File: src/rtl/fetch_unit.sv
// Fetch front end: owns the PC, looks up the icache each cycle it has queue space, buffers {pc, instr} for decode.
// Hit in N is visible at the head in N+1; a full queue drops icache_req, and a redirect flushes and restarts at redirect_pc.
module fetch_unit #(
  parameter logic [31:0] RESET_PC = 32'h0000_0000,
  parameter int          FQ_DEPTH = 4
) (
  input  logic                        clk,
  input  logic                        rst_n,
  output logic                        icache_req,
  output logic [31:0]                 icache_addr,
  input  logic [31:0]                 icache_instr,
  input  logic                        icache_hit,
  input  logic                        icache_miss,
  input  logic                        redirect_valid,
  input  logic [31:0]                 redirect_pc,
  output logic                        fq_valid,
  output logic [31:0]                 fq_instr,
  output logic [31:0]                 fq_pc,
  input  logic                        fq_ready,
  output logic [$clog2(FQ_DEPTH):0]   fq_count,
  output logic [31:0]                 stall_cycles
);

  localparam int PW = $clog2(FQ_DEPTH);
  localparam int CW = PW + 1;
  localparam logic [CW-1:0] FULL = CW'(FQ_DEPTH);

  typedef struct packed {
    logic [31:0] pc;
    logic [31:0] instr;
  } fq_entry_t;

  fq_entry_t         mem [FQ_DEPTH];
  fq_entry_t         head;
  logic [31:0]       pc;
  logic              run;
  logic [PW-1:0]     wr_ptr;
  logic [PW-1:0]     rd_ptr;
  logic [CW-1:0]     count;
  logic              push;
  logic              pop;

  // Request depends on the registered count only, so a pop never unblocks fetch in the same cycle.
  assign icache_req  = run && !redirect_valid && (count != FULL);
  assign icache_addr = pc;

  assign push = icache_req && icache_hit;
  assign pop  = fq_valid && fq_ready && !redirect_valid;

  assign head     = mem[rd_ptr];
  assign fq_valid = (count != '0);
  assign fq_instr = fq_valid ? head.instr : '0;
  assign fq_pc    = fq_valid ? head.pc : '0;
  assign fq_count = count;

  // Storage needs no reset: entries are only visible while counted.
  always_ff @(posedge clk) begin
    if (push) begin
      mem[wr_ptr] <= '{pc: pc, instr: icache_instr};
    end
  end

  always_ff @(posedge clk or negedge rst_n) begin
    if (!rst_n) begin
      pc           <= RESET_PC;
      run          <= 1'b0;
      wr_ptr       <= '0;
      rd_ptr       <= '0;
      count        <= '0;
      stall_cycles <= '0;
    end else begin
      run <= 1'b1;
      if (icache_req && icache_miss && (stall_cycles != 32'hFFFF_FFFF)) begin
        stall_cycles <= stall_cycles + 32'd1;
      end
      if (redirect_valid) begin
        pc     <= redirect_pc & 32'hFFFF_FFFC;
        wr_ptr <= '0;
        rd_ptr <= '0;
        count  <= '0;
      end else begin
        if (push) begin
          pc     <= pc + 32'd4;
          wr_ptr <= wr_ptr + PW'(1);
        end
        if (pop) begin
          rd_ptr <= rd_ptr + PW'(1);
        end
        case ({push, pop})
          2'b10:   count <= count + CW'(1);
          2'b01:   count <= count - CW'(1);
          default: count <= count;
        endcase
      end
    end
  end

endmodule

File: config.mk
export PLATFORM = sky130hd
export DESIGN_NAME = fetch_unit
export DESIGN_NICKNAME = d
export VERILOG_FILES = /design/src/rtl/fetch_unit.sv
export SDC_FILE = /design/constraint.sdc
export NUM_CORES = 1
export LEC_CHECK = 0
export CAP_MARGIN = 5
export CORE_MARGIN = 4
export CORE_UTILIZATION = 54
export DETAILED_ROUTE_END_ITERATION = 10
export PLACE_DENSITY = 0.81
export SLEW_MARGIN = 20
export SYNTH_ARGS = -nofsm -noshare
export SYNTH_HDL_FRONTEND = slang
export SYNTH_SLANG_ARGS = --single-unit
export TNS_END_PERCENT = 100
File: constraint.sdc
create_clock -name clk -period 4.12 [get_ports clk]
set_input_delay 0.618 -clock clk [delete_from_list [all_inputs] [get_ports clk]]
set_output_delay 0.618 -clock clk [all_outputs]
set_load 0.05 [all_outputs]
==> results of run 1 <==
-- cell type report --
cell class                      instances  area, µm²
Antenna cell                            1       2.50
Clock buffer                           39        826
Clock inverter                         18        136
Fill cell                            1589       7150
Inverter                                9       33.8
Multi-Input combinational cell        424       3770
Sequential cell                       318       9210
Tap cell                              319        399
Timing Repair Buffer                  215       2160
-- synth_stat cells, types with 2 or more instances --
| cell | number |
|---|---|
| sky130_fd_sc_hd__nor4_1 | 2 |
| sky130_fd_sc_hd__o211ai_1 | 11 |
| sky130_fd_sc_hd__nor2_1 | 18 |
| sky130_fd_sc_hd__dfrtp_1 | 70 |
| sky130_fd_sc_hd__and4_1 | 2 |
| sky130_fd_sc_hd__mux2i_1 | 2 |
| sky130_fd_sc_hd__edfxtp_1 | 248 |
| sky130_fd_sc_hd__nand2_1 | 60 |
| sky130_fd_sc_hd__buf_4 | 4 |
| sky130_fd_sc_hd__o31ai_1 | 2 |
| sky130_fd_sc_hd__inv_1 | 9 |
| sky130_fd_sc_hd__or4_1 | 3 |
| sky130_fd_sc_hd__a31oi_1 | 3 |
| sky130_fd_sc_hd__clkbuf_1 | 19 |
| sky130_fd_sc_hd__nor3b_1 | 2 |
| sky130_fd_sc_hd__nand4_1 | 21 |
| sky130_fd_sc_hd__xnor2_1 | 28 |
| sky130_fd_sc_hd__mux2_2 | 2 |
| sky130_fd_sc_hd__or3_1 | 4 |
| sky130_fd_sc_hd__conb_1 | 2 |
| sky130_fd_sc_hd__nand3_1 | 29 |
| sky130_fd_sc_hd__nor4_2 | 2 |
| sky130_fd_sc_hd__a21boi_1 | 2 |
| sky130_fd_sc_hd__o21ai_0 | 12 |
| sky130_fd_sc_hd__nand4_2 | 4 |
| sky130_fd_sc_hd__nand3b_1 | 4 |
| sky130_fd_sc_hd__and3_1 | 9 |
| sky130_fd_sc_hd__buf_2 | 15 |
| sky130_fd_sc_hd__o311ai_0 | 11 |
| sky130_fd_sc_hd__xor2_1 | 6 |
| sky130_fd_sc_hd__and2_1 | 69 |
| sky130_fd_sc_hd__o311ai_1 | 3 |
| sky130_fd_sc_hd__a221o_1 | 2 |
| sky130_fd_sc_hd__a22oi_1 | 2 |
| sky130_fd_sc_hd__ha_1 | 6 |
| sky130_fd_sc_hd__mux4_2 | 62 |
| sky130_fd_sc_hd__a31o_2 | 2 |
| sky130_fd_sc_hd__nor4_4 | 3 |
| sky130_fd_sc_hd__nor3_1 | 11 |
| sky130_fd_sc_hd__a21oi_1 | 5 |
-- metal layers --
layer  wire length [µm]  vias to the layer above
li1                   -                     3491
met4                599                        2
met2              14300                      308
met1              11600                     3939
met3               2370                       47
met5                 13                        -
-- kinds of logic after synthesis --
| kind of cell | count (synthesis) | synth area share [%] |
|---|---|---|
| muxes | 66 | 10.9 |
| DFF | 318 | 70.0 |
| AOI/OAI and AO/OA | 62 | 3.47 |
| other | 2 | 0.0571 |
| adders and majority gates | 7 | 0.724 |
| xor gates and xnor gates | 34 | 2.27 |
| buffers and inverters | 48 | 1.63 |
| and+or+nand+nor | 250 | 10.9 |
-- final timing paths --
path / slack [ns] / from / to / depth (start not counted)
setup / recovery: 0.38 / fq_count[1]$_DFFE_PN0P_ / fq_pc[15] / 4
hold / removal: 0.21 / rst_n / stall_cycles[4]$_DFFE_PN0P_ / 1
setup reg to reg: 1.21 / fq_count[1]$_DFFE_PN0P_ / fq_count[2]$_DFFE_PN0P_ / 7
hold reg to reg: 0.51 / stall_cycles[27]$_DFFE_PN0P_ / stall_cycles[27]$_DFFE_PN0P_ / 1
max in group asynchronous: 3.22 / rst_n / rd_ptr[0]$_DFFE_PN0P_ / 1
min in group clk: 0.51 / stall_cycles[27]$_DFFE_PN0P_ / stall_cycles[27]$_DFFE_PN0P_ / 1
-- state kept, by name, indices dropped and copies added, names as in the netlist --
signal        count
rd_ptr            2
stall_cycles     32
fq_count          3
mem             248
icache_addr      30
wr_ptr            2
run               1
-- critical path, cell delays in order, from the launching register on --
cell and delay, ns:
sky130_fd_sc_hd__dfrtp_1 0.46, sky130_fd_sc_hd__or3_2 0.92, sky130_fd_sc_hd__buf_4 0.34, sky130_fd_sc_hd__and2_1 0.15, sky130_fd_sc_hd__clkdlybuf4s50_1 0.71
-- through the flow --
stage	utilization, %	total power (W)	instances	instance area, µm²
floorplan	-	0.00615	790	13200
global placement	65.7	0.00727	1285	15600
detailed placement	65.7	0.00731	1285	15600
CTS	69.8	0.00996	1342	16500
global route	69.8	0.0103	1342	16500
finish	69.8	0.00988	1343	16500
-- power by group through the flow --
stage | combinational [W] | clock (W) | sequential (W)
finish | 0.00338 | 0.00266 | 0.00384
global route | 0.00355 | 0.00286 | 0.00387
CTS | 0.00341 | 0.00271 | 0.00384
detailed placement | 0.00340 | 0 | 0.00390
global placement | 0.00337 | 0 | 0.00389
floorplan | 0.00214 | 0 | 0.00402
-- placed cells by master (no fill, tap or decap), types with 12 or more instances in the layout --
cell type / synthesis / layout
sky130_fd_sc_hd__dfrtp_1: 70 / 68
sky130_fd_sc_hd__nand4_1: 21 / 21
sky130_fd_sc_hd__buf_4: 4 / 15
sky130_fd_sc_hd__nand2_1: 60 / 60
sky130_fd_sc_hd__xnor2_1: 28 / 28
sky130_fd_sc_hd__clkdlybuf4s50_1: 0 / 194
sky130_fd_sc_hd__clkbuf_16: 0 / 31
sky130_fd_sc_hd__edfxtp_1: 248 / 248
sky130_fd_sc_hd__nor2_1: 18 / 18
sky130_fd_sc_hd__nand3_1: 29 / 29
sky130_fd_sc_hd__o21ai_0: 12 / 12
sky130_fd_sc_hd__mux4_2: 62 / 62
sky130_fd_sc_hd__and2_1: 69 / 65
==> impl_summary.log, run 1 <==
[metrics] share of total power in combinational logic: 34.2%
[metrics] pin slew with the least headroom to its limit: 0.972 ns
[metrics] die extent in x: 164 µm
[metrics] Max H-tree Level: 1
[metrics] leakage: 5.65 nW
[metrics] area overhead of the layout relative to synthesis: 25.8%
[metrics] crit path setup slack, layout: 0.381 ns
[metrics] number of standard cells after synthesis: 787
[metrics] via count of the first global-routing pass: 8,139
[metrics] hold buffer count at CTS: 0
[metrics] Starting Density: 55.5%
[metrics] minimum setup slack after placement: 0.914 ns
[metrics] Sequential Power Share: 38.9%
[metrics] met3 GRT Util: 5.45%
[metrics] count of unique library cells instantiated by Yosys: 56
[metrics] root buffer cell: sky130_fd_sc_hd__clkbuf_16
[metrics] status: complete, no violations
[metrics] post-route clock skew: 0.0159 ns
[metrics] number of vias per cell: 5.80
[metrics] Port-buffer cells: 196
[metrics] critical path fanouts, max: 48
[metrics] Max rail drop VDD: 0.000340 V
[metrics] number of max-cap violations: 0
[metrics] total length of routed wires: 28,900 µm
[metrics] part of the power in the clock network: 26.9%
[metrics] first drt pass iteration count: 5
[metrics] Internal: 0.00645 W
[metrics] clock latency reported for the late side of the worst-skew pair: 0.55 ns
[metrics] number of DRC markers after the initial detailed-route iteration: 552
[metrics] Hold Path Class: in2async
[metrics] Gates resized, CTS repair: 0
[metrics] NumNets Final: 1,076
[metrics] count of standard-cell rows: 56
[metrics] detail-routed net length per standard cell: 21.5 µm
[metrics] CTS Buffer Depth: 3
[metrics] total negative slack for setup checks: 0 ns
[metrics] met1 usage in global routing: 30.1%
[metrics] fraction of synthesis flops using an asynchronous set or reset pin: 22.0%
[metrics] Sw Share: 34.7%
[metrics] HPWL after DPL: 18,300 µm
[metrics] met2 Use GR: 36.3%
[metrics] post-synthesis cell type with the largest combined area: sky130_fd_sc_hd__edfxtp_1
[metrics] required time of the critical path: 3.50 ns
[metrics] portion of the post-synthesis area used by sequential elements: 70.0%
[metrics] gpl congestion: 0.818
[metrics] clock input transition at the sequential cells of the worst setup and hold paths: 0.06 ns
[metrics] antenna violations before repair: 1
[metrics] I/O pin count: 203
[metrics] area inside the core boundary: 23,700 µm²
[metrics] wire length of the first global-routing pass: 46,000 µm
[metrics] number of nets with antenna violations after routing: 0
[metrics] power dissipated by switching net loads: 0.00343 W
[metrics] proportion of layout cells with a drive suffix above 1: 14.9%
[metrics] proportion of netlist area held by the largest area contributor: 56.7%
[metrics] average cell area after synthesis: 16.7 µm²
[metrics] Max-Slew Margin vs Limit: 34.8%
[metrics] Crit. End Element: primary output
[metrics] cts bufs inserted: 31
[metrics] post-synthesis register bit count: 318
[metrics] busiest grt layer: met2
[metrics] CTS tree: built
[metrics] post-CTS setup buffer count: 0
[metrics] number of enable flip-flop cells after synthesis: 248
[metrics] shortest clock period the worst path allows after layout: 3.74 ns
[metrics] GR Overflow Total: 0
[metrics] pins over their slew limit: 0
[metrics] unrepaired setup endpoints after global routing: no
[metrics] area of the mapped netlist: 13,100 µm²
[metrics] count of warnings emitted by yosys: 0
[metrics] number of vias in the routed layout: 7,787
[metrics] type of the worst setup path: reg2out
[metrics] number of clock sinks: 318
[metrics] Die Area: 26,900 µm²
[metrics] power per standard cell area: 598 nW/µm²
[metrics] sort of element at the start of the critical path: register
[metrics] Remaining DRCs: 0
[metrics] CP Data Arrival Time: 3.12 ns
[metrics] vertical die dimension: 164 µm
[metrics] global-route usage over all layers: 22.0%
[metrics] count of endpoints failing hold in the final timing report: 0
[metrics] worst hold slack: 0.213 ns
[metrics] top achievable clock speed: 267 MHz
[metrics] main area contributors after synthesis: sky130_fd_sc_hd__edfxtp_1 57%, sky130_fd_sc_hd__dfrtp_1 13%, sky130_fd_sc_hd__mux4_2 11%
[metrics] period utilisation layout: 90.8%
[metrics] Synth Flop Type: sky130_fd_sc_hd__edfxtp_1
[metrics] maximum number of pins on one net before global-route repair: 71
[metrics] number of setup violations in the final report: 0
Note: power is estimated with default switching activity, not from simulation.
==> run 2: changes to the inputs <==
Settings changed: GPL_TIMING_DRIVEN set to 0.
==> impl_summary.log, run 2 (synthesis gave the netlist of run 1 again) <==
[metrics] status: complete, no violations
[metrics] number of vias in the routed layout: 7,994 (+2.7%)
[metrics] number of nets with antenna violations after routing: 0 (unchanged)
[metrics] detail-routed net length per standard cell: 22.1 µm (+2.5%)
[metrics] vertical die dimension: 164 µm (unchanged)
[metrics] post-route clock skew: 0.0127 ns (-0.00322 ns)
[metrics] count of standard-cell rows: 56 (unchanged)
[metrics] NumNets Final: 1,103 (+2.5%)
[metrics] most common cell type on the critical path: sky130_fd_sc_hd__clkbuf_1
[metrics] leakage: 5.77 nW (+2.1%)
[metrics] CTS tree: built
[metrics] CTS Buffer Depth: 3 (unchanged)
[metrics] first drt pass iteration count: 5 (unchanged)
[metrics] number of cells in the design after placement: 1,309 (+1.9%)
[metrics] sort of element at the start of the critical path: register
[metrics] total negative slack for setup checks: 0 ns (unchanged)
[metrics] post-CTS setup buffer count: 0 (unchanged)
[metrics] Max-Slew Margin vs Limit: 47.1% (+12 points)
[metrics] final non-filler cell total: 1,368 (+1.9%)
[metrics] max reg flops: 248 (unchanged)
[metrics] total non-filler cell area in the finished layout: 16,700 µm² (+1.1%)
[metrics] crit path max-delay cell type: sky130_fd_sc_hd__clkdlybuf4s50_1
[metrics] ordered cell list for the critical path: or3_1, clkbuf_1, clkbuf_1, and2_1, clkdlybuf4s50_1
[metrics] number of max-cap violations: 0 (unchanged)
[metrics] area inside the core boundary: 23,700 µm² (unchanged)
[metrics] critical path fanouts, max: 10 (-79%)
[metrics] required time of the critical path: 3.50 ns (about the same)
[metrics] area overhead of the layout relative to synthesis: 27.2%
[metrics] power per standard cell area: 611 nW/µm² (+2.3%)
[metrics] die extent in x: 164 µm (unchanged)
[metrics] global-route usage over all layers: 22.8% (+0.81 points)
[metrics] pins over their slew limit: 0 (unchanged)
[metrics] wire length of the first global-routing pass: 47,000 µm (+2.2%)
[metrics] number of DRC markers after the initial detailed-route iteration: 717 (+30%)
[metrics] gpl congestion: 0.813 (-0.59%)
[metrics] hold buffer count at CTS: 0 (unchanged)
[metrics] root buffer cell: sky130_fd_sc_hd__clkbuf_16
[metrics] Hold Path Class: in2async
[metrics] Port-buffer cells: 195 (-0.51%)
[metrics] via count of the first global-routing pass: 8,268 (+1.6%)
[metrics] pin slew with the least headroom to its limit: 0.794 ns (-0.178 ns)
[metrics] CP Data Arrival Time: 3.26 ns (+0.14 ns)
[metrics] dpl cell area: 15,600 µm² (+0.39%)
[metrics] Die Area: 26,900 µm² (unchanged)
[metrics] Max H-tree Level: 2 (+1)
[metrics] commonest cells after routing, fill and taps aside: 248 x sky130_fd_sc_hd__edfxtp_1, 194 x sky130_fd_sc_hd__clkdlybuf4s50_1, 70 x sky130_fd_sc_hd__dfrtp_1, 65 x sky130_fd_sc_hd__and2_1, 62 x sky130_fd_sc_hd__mux4_2
[metrics] unrepaired setup endpoints after global routing: no
[metrics] number of setup violations in the final report: 0 (unchanged)
[metrics] I/O pin count: 203 (unchanged)
[metrics] total length of routed wires: 30,200 µm (+4.4%)
[metrics] type of the worst setup path: reg2out
[metrics] final standard cell utilization of the core: 70.6% (+0.80 points)
[metrics] shortest clock period the worst path allows after layout: 3.88 ns (+0.139 ns)
[metrics] Gates resized, CTS repair: 0 (unchanged)
[metrics] most common library cell in the layout ignoring fill and taps: sky130_fd_sc_hd__edfxtp_1
[metrics] clock latency reported for the late side of the worst-skew pair: 0.50 ns (-0.05 ns)
[metrics] GR Overflow Total: 0 (unchanged)
[metrics] filler instances: 1,557 (-2.0%)
[metrics] Crit. End Element: primary output
[metrics] proportion of layout cells with a drive suffix above 1: 14.8% (-0.082 points)
[metrics] register with the highest flop count: mem
[metrics] maximum number of pins on one net before global-route repair: 48 (-32%)
[metrics] antenna violations before repair: 1 (unchanged)
[metrics] Max rail drop VDD: 0.000327 V (-3.8%)
[metrics] cts bufs inserted: 34 (+9.7%)
[metrics] top achievable clock speed: 258 MHz (-3.6%)
[metrics] number of vias per cell: 5.84 (+0.78%)
[metrics] Antenna diodes: 0 (-1)
[metrics] number of clock sinks: 318 (unchanged)
[metrics] period utilisation layout: 94.1% (+3.4 points)
[metrics] slowest stage delay, CP: 0.87 ns (-0.05 ns)
[metrics] Starting Density: 55.5% (unchanged)
[metrics] HPWL after DPL: 19,800 µm (+8.3%)
[metrics] count of endpoints failing hold in the final timing report: 0 (unchanged)
[metrics] clock input transition at the sequential cells of the worst setup and hold paths: 0.06 ns (about the same)
[metrics] Remaining DRCs: 0 (unchanged)
-- run 2: cell types whose count changed in the layout (fill, tap and decap cells not counted), moves of 2 or more --
| cell | change |
|---|---|
| sky130_fd_sc_hd__dfrtp_4 | -2 |
| sky130_fd_sc_hd__bufinv_16 | +2 |
| sky130_fd_sc_hd__buf_12 | -2 |
| sky130_fd_sc_hd__clkbuf_1 | +19 |
| sky130_fd_sc_hd__buf_2 | +14 |
| sky130_fd_sc_hd__buf_4 | -10 |
| sky130_fd_sc_hd__dfrtp_1 | +2 |
| sky130_fd_sc_hd__clkbuf_16 | +4 |
| sky130_fd_sc_hd__buf_16 | +2 |
| sky130_fd_sc_hd__clkinvlp_4 | -2 |
-- run 2: per-layer routing --
metal | GRT usage (%) | up-vias | wire length (µm)
li1 | - | 3541 | -
met1 | 30.0 | 4041 | 11700
met2 | 38.1 | 362 | 15100
met3 | 6.10 | 48 | 2680
met4 | 6.52 | 2 | 687
met5 | 0 | - | 13
-- run 2: final cells by class --
cell class | count | area, µm² | share of cell area [%]
flip-flops and latches | 318 | 9200 | 55.0
multi-input cells | 424 | 3750 | 22.4
repair buffers | 200 | 2060 | 12.3
clock buffers | 42 | 912 | 5.45
well taps | 319 | 399 | 2.39
clock inverters | 17 | 181 | 1.09
plain buffers | 39 | 180 | 1.08
inverters | 9 | 33.8 | 0.202
-- run 2: power breakdown --
group	internal [W]	total (W)	leakage, nW	switching (W)
combinational	0.00129	0.00347	2.07	0.00218
clock	0.00182	0.00298	0.540	0.00116
sequential	0.00362	0.00377	3.16	0.000150
total	0.00673	0.0102	5.77	0.00350
-- run 2: path summary, 6_finish.rpt --
check                                        startpoint                            to  slack [ns]  cells after the start
max                             fq_count[0]$_DFFE_PN0P_                     fq_pc[12]        0.24                      5
min                                               rst_n   stall_cycles[6]$_DFFE_PN0P_        0.05                      1
max reg2reg                     fq_count[2]$_DFFE_PN0P_          mem[0][31]$_DFFE_PP_        1.29                      7
min reg2reg                stall_cycles[11]$_DFFE_PN0P_  stall_cycles[11]$_DFFE_PN0P_        0.52                      1
max in group asynchronous                         rst_n   icache_addr[23]$_DFFE_PN0N_        3.51                      2
min in group clk           stall_cycles[11]$_DFFE_PN0P_  stall_cycles[11]$_DFFE_PN0P_        0.52                      1
-- run 2: stage by stage --
stage / hold WS (ns) / total power, W / worst slack (ns)
global placement: 0.496 / 0.00728 / -0.992
CTS: 0.0516 / 0.0103 / 0.223
floorplan: 0.322 / 0.00615 / 0.523
detailed placement: 0.507 / 0.00733 / 0.753
global route: 0.0681 / 0.0106 / 0.131
finish: 0.0526 / 0.0102 / 0.242
-- run 2: worst max-delay path: cells and delay by family (launching register included) --
kind / cells / cell delay (ns)
AND/OR/NAND/NOR: 2 / 0.37
flip-flops: 1 / 0.48
buffers and inverters: 3 / 1.90
